--- config.mk ---
export PLATFORM = sky130hd
export DESIGN_NAME = fpga_olvds_ser
export DESIGN_NICKNAME = d
export VERILOG_FILES = /design/src/rtl/fpga_olvds_ser.sv
export SDC_FILE = /design/constraint.sdc
export NUM_CORES = 1
export LEC_CHECK = 0
export CAP_MARGIN = 25
export CORE_MARGIN = 3
export CORE_UTILIZATION = 29
export DETAILED_ROUTE_END_ITERATION = 8
export DONT_BUFFER_PORTS = 1
export GPL_TIMING_DRIVEN = 0
export PLACE_DENSITY = 0.47
export SLEW_MARGIN = 20
export SYNTH_ARGS = -nofsm -noshare
export SYNTH_HDL_FRONTEND = slang
export SYNTH_SLANG_ARGS = --single-unit
--- constraint.sdc ---
create_clock -name clk -period 3.5 [get_ports clk]
set_input_delay 0.7 -clock clk [delete_from_list [all_inputs] [get_ports clk]]
set_output_delay 0.7 -clock clk [all_outputs]
set_load 0.05 [all_outputs]
--- src/rtl/fpga_olvds_ser.sv ---
`default_nettype none
// +----------------------------------------------------------------------------+
// | fpga_olvds_ser: multi-lane parallel-to-serial transmitter, one bit/clk per  |
// | lane, IDLE_WORD insertion on underrun, differential pad buffers per lane.   |
// | Revision: 1.0                                                              |
// +----------------------------------------------------------------------------+

// Behavioural stand-in for the TMDS_33 / fast-slew differential output buffer.
module fpga_olvds_ser_obufds_tmds33 (
  input  logic d_i,
  output logic p_o,
  output logic n_o
);
  assign p_o = d_i;
  assign n_o = ~d_i;
endmodule

module fpga_olvds_ser #(
  parameter int                NLANES    = 4,
  parameter int                WIDTH     = 10,
  parameter logic [WIDTH-1:0]  IDLE_WORD = 10'b1101010100,
  parameter bit                LSB_FIRST = 1'b1,
  parameter logic [NLANES-1:0] INV_MASK  = '0
) (
  input  logic                     clk,
  input  logic                     arst_n,
  input  logic                     en,
  input  logic [NLANES*WIDTH-1:0]  s_data,
  input  logic                     s_valid,
  output logic                     s_ready,
  output logic                     underrun,
  output logic                     frame,
  output logic [NLANES-1:0]        tx_p,
  output logic [NLANES-1:0]        tx_n
);

  localparam int                 C_CNT_W    = $clog2(WIDTH);
  localparam logic [C_CNT_W-1:0] C_CNT_LAST = C_CNT_W'(WIDTH - 1);
  localparam int                 C_FIRST    = LSB_FIRST ? 0 : WIDTH - 1;

  typedef enum logic [0:0] {
    ST_OFF = 1'b0,
    ST_RUN = 1'b1
  } state_e;

  state_e                         state_q, state_d;
  logic [C_CNT_W-1:0]             cnt_q, cnt_d;
  logic [NLANES-1:0][WIDTH-1:0]   shift_q, shift_d;
  logic [NLANES-1:0]              ser_q, ser_d;
  logic                           frame_q, frame_d;
  logic                           underrun_q, underrun_d;
  logic                           slot;
  logic [WIDTH-1:0]               word;

  // Move the next bit to transmit into the C_FIRST position.
  function automatic logic [WIDTH-1:0] shift_word(input logic [WIDTH-1:0] w);
    if (LSB_FIRST) return {1'b0, w[WIDTH-1:1]};
    else           return {w[WIDTH-2:0], 1'b0};
  endfunction

  always_comb begin
    state_d    = state_q;
    cnt_d      = cnt_q;
    shift_d    = shift_q;
    ser_d      = ser_q;
    frame_d    = 1'b0;
    underrun_d = 1'b0;
    s_ready    = 1'b0;
    word       = '0;
    slot       = (state_q == ST_RUN) && (cnt_q == C_CNT_LAST);

    case (state_q)
      ST_OFF:  s_ready = arst_n & en;
      ST_RUN:  s_ready = arst_n & en & slot;
      default: s_ready = 1'b0;
    endcase

    if (!en) begin
      // Abort at once: any partially sent word is dropped.
      state_d = ST_OFF;
      cnt_d   = '0;
      shift_d = '0;
      ser_d   = INV_MASK;
    end else if (s_ready) begin
      state_d    = ST_RUN;
      cnt_d      = '0;
      frame_d    = 1'b1;
      underrun_d = ~s_valid & (state_q == ST_RUN);
      for (int l = 0; l < NLANES; l++) begin
        word       = s_valid ? s_data[l*WIDTH +: WIDTH] : IDLE_WORD;
        ser_d[l]   = word[C_FIRST] ^ INV_MASK[l];
        shift_d[l] = shift_word(word);
      end
    end else begin
      state_d = ST_RUN;
      cnt_d   = cnt_q + 1'b1;
      for (int l = 0; l < NLANES; l++) begin
        ser_d[l]   = shift_q[l][C_FIRST] ^ INV_MASK[l];
        shift_d[l] = shift_word(shift_q[l]);
      end
    end
  end

  always_ff @(posedge clk or negedge arst_n) begin
    if (!arst_n) begin
      state_q    <= ST_OFF;
      cnt_q      <= '0;
      shift_q    <= '0;
      ser_q      <= INV_MASK;
      frame_q    <= 1'b0;
      underrun_q <= 1'b0;
    end else begin
      state_q    <= state_d;
      cnt_q      <= cnt_d;
      shift_q    <= shift_d;
      ser_q      <= ser_d;
      frame_q    <= frame_d;
      underrun_q <= underrun_d;
    end
  end

  assign frame    = frame_q;
  assign underrun = underrun_q;

  generate
    for (genvar l = 0; l < NLANES; l++) begin : g_lane
      fpga_olvds_ser_obufds_tmds33 u_obuf (
        .d_i (ser_q[l]),
        .p_o (tx_p[l]),
        .n_o (tx_n[l])
      );
    end
  endgenerate

endmodule
`default_nettype wire

==> summary.md <==
| Metric | Value |
|---|---|
| Status | completed |
| Row count | 31 |
| Post-DRT Antenna Nets | 0 |
| Die Y | 92.8 microns |
| Largest family of logic cells by synthesized area | simple AND/OR/NAND/NOR gates |
| All-Layer GR Usage | 12.7% |
| DP Area | 2310 sq um |
| WL final | 5130 microns |
| Grt ovf | 0 |
| Synth Area in Compound Gates | 10.0% |
| HP Class | input pin to asynchronous set/reset pin |
| Area of the die | 8620 sq um |
| Overall via count from detail_route | 1463 |
| # Max-Cap Violations | 0 |
| Slew Limit Headroom | 62.0% |
| Synth Area in XOR/XNOR | 0.801% |
| Post-synthesis mux area share | 9.16% |
| Post-synthesis cell type count | 26 |
| Setup tns final | 0 ps |
| Clk slew on worst S/H paths | 90 ps |
| Critical path type | flop to output port |
| RD Place Congestion | 0.709 |
| Storage element area | 1180 sq um |
| Period utilisation layout | 79.1% |
| Fraction of layout cells with a size suffix above 1 | 17.1% |
| Post-CTS Hold Buffers | 0 |
| Synth area leaders | dfrtp_1 54%, mux2i_1 9.2%, nand2_1 6.7%, o21ai_0 5.0%, nand4_1 4.6% |
| Post-layout instance area | 2430 sq um |
| First-pass GRT wire length | 8380 microns |
| Top Ports | 55 |
| Critical path arrival | 2070 ps |
| Seq cells post-synth | 47 |
| Post-synth net total | 260 |
| CP startpoint kind | flop |
| Fillers | 767 |
| Die X | 92.8 microns |
| Final nets | 267 |
| Initial antenna violation count | 0 |
| Req. time, crit path | 2800 ps |
| Tmin final | 2770 ps |
| Initial Util | 30.0% |
| Deepest clock path buffer count | 2 |
| Worst-Skew Late Latency | 300 ps |
| Number of synthesized flops with an enable pin | 0 |
| # Post-CTS Setup Buffers | 0 |
| Layout area overhead | 11.0% |
| CTS resizes | 0 |
| Largest net degree at the start of global routing | 52 |
| Wire length per cell | 16.0 microns |
| Syn avg cell area | 10.2 sq um |
| Multi-input logic area | 796 sq um |
| Max-slew violation count | 0 |
| Clock root cell | clkbuf_8 |
| CTS Buf Count | 5 |
| Worst setup EP type | output port |
| Max Fclk | 361 MHz |
| CTS tree | yes |
| Final Hold Viols | 0 |
| CTS Sinks | 47 |
| DR iter-0 viols | 51 |
| LEAKAGE | 1.11 nW |
| H-tree depth | 2 |
| Area share of the largest cell type after synthesis | 53.8% |
| IO Port Bufs | 0 |
| Final setup vio count | 0 |
| Synth Warn # | 0 |
| Core ar. | 7290 sq um |
| RSZ-0062 raised after global routing | false |
| CP Max Fanout | 7 |
| Largest area contributor in the netlist | dfrtp_1 |
| Post-synthesis simple-gate area fraction | 15.3% |
| Top FF cell, synth | dfrtp_1 |
| Power per Cell Area | 451 nW/um^2 |
| Skew final | 6.21 ps |
| Mapped Cells | 214 |
| Sequential fraction of the synthesis area | 53.8% |
| Pre-Repair DR Iteration Count | 5 |
| Vias per inst | 4.56 |
| Detail Placement HPWL | 3430 microns |
| Vias in the first global route | 1606 |
| Max VDD drop | 0.177 mV |
| Async set-reset flop share out of synthesis | 100% |
| Post-synthesis adder-cell area fraction | 1.14% |
| Mapped cell area | 2190 sq um |
| Remaining DRCs | 0 |
| Worst Tran Pin Value | 568 ps |
| Antenna Cells | 0 |
==> worst paths after layout <==
| check | from | to | slack (ps) | cells after the start |
|---|---|---|---|---|
| worst min-delay path | arst_n | cnt_q[0]$_DFF_PN0_ | 90 | 0 |
| max in group asynchronous | arst_n | shift_q[4]$_DFF_PN0_ | 3290 | 0 |
| worst max register to register | cnt_q[0]$_DFF_PN0_ | underrun$_DFF_PN0_ | 1880 | 4 |
| worst max-delay path | cnt_q[0]$_DFF_PN0_ | s_ready | 730 | 4 |
| min in group clk | en | state_q$_DFF_PN0_ | 420 | 0 |
| worst min register to register | cnt_q[0]$_DFF_PN0_ | cnt_q[0]$_DFF_PN0_ | 500 | 1 |
==> per-stage QoR <==
step           hold WS (ps)  cells  power, mW  util, %  worst slack [ps]
2_1_floorplan           404    214      0.673        -              1270
3_3_place_gp            406    313      0.694     31.7              1080
3_5_place_dp            406    313      0.695     31.7              1040
4_1_cts                73.3    321       1.11     33.3               697
5_1_grt                61.5    321       1.15     33.3               538
6_report               87.9    321       1.10     33.3               732
==> logic make-up (layout without fill, tap and decap cells) <==
| kind of cell | Yosys count | after routing |
|---|---|---|
| AO/OA/AOI/OAI | 38 | 38 |
| XOR/XNOR | 2 | 2 |
| adder cells (fa/ha/maj) | 2 | 2 |
| buffers and inverters | 37 | 45 |
| flip-flops | 47 | 47 |
| multiplexers | 20 | 20 |
| AND/OR/NAND/NOR | 68 | 68 |
==> flip-flops by register name, summed over array words and instances (netlist names) <==
name      count
shift_q      36
frame         1
ser_q         4
underrun      1
cnt_q         4
state_q       1
==> critical path, cell delays in order (launching register included) <==
cell	delay (ps)
dfrtp_1	420
ha_1	250
and3b_2	240
o211ai_1	480
inv_1	380
==> power by group <==
| part | leakage (nW) | switching [mW] | total (mW) | internal, mW |
|---|---|---|---|---|
| combinational | 0.412 | 0.0683 | 0.106 | 0.0373 |
| clock | 0.0612 | 0.181 | 0.413 | 0.231 |
| sequential | 0.636 | 0.0107 | 0.577 | 0.566 |
| total | 1.11 | 0.260 | 1.10 | 0.835 |
==> Yosys cell counts, types with 2 or more instances <==
library cell  number
nand4_1           16
mux2i_1           20
o21ai_2            7
a21oi_1            4
nand2_1           39
o21ai_0           22
o21ai_1            4
buf_2              4
buf_6              4
ha_1               2
inv_1             13
buf_4             10
clkbuf_2           2
dfrtp_1           47
clkbuf_1           4
nor2_1             4
nand3_1            3
==> cell usage in the layout (no fill, tap or decap), types with 2 or more instances in the layout <==
| cell type | instances |
|---|---|
| a21oi_1 | 4 |
| buf_2 | 4 |
| buf_4 | 10 |
| buf_6 | 4 |
| clkbuf_1 | 4 |
| clkbuf_2 | 2 |
| clkbuf_8 | 6 |
| dfrtp_1 | 47 |
| ha_1 | 2 |
| inv_1 | 13 |
| mux2i_1 | 20 |
| nand2_1 | 39 |
| nand3_1 | 3 |
| nand4_1 | 16 |
| nor2_1 | 4 |
| o21ai_0 | 22 |
| o21ai_1 | 4 |
| o21ai_2 | 7 |
==> area by class of cell <==
type	instances	area share, %
Multi-Input combinational cell	130	32.8
Inverter	13	2.01
Sequential cell	47	48.5
Buffer	24	6.80
Tap cell	99	5.10
Clock inverter	2	1.44
Clock buffer	6	3.40
==> per-layer routing <==
metal / track usage (%) / share of wire, % / up-vias
met5: 0 / 0 / -
met4: 4.40 / 0.82 / 0
met3: 4.14 / 6.6 / 2
met2: 20.6 / 47 / 46
met1: 15.8 / 46 / 693
li1: - / - / 722
No activity file was read; power rests on OpenSTA's default activity.
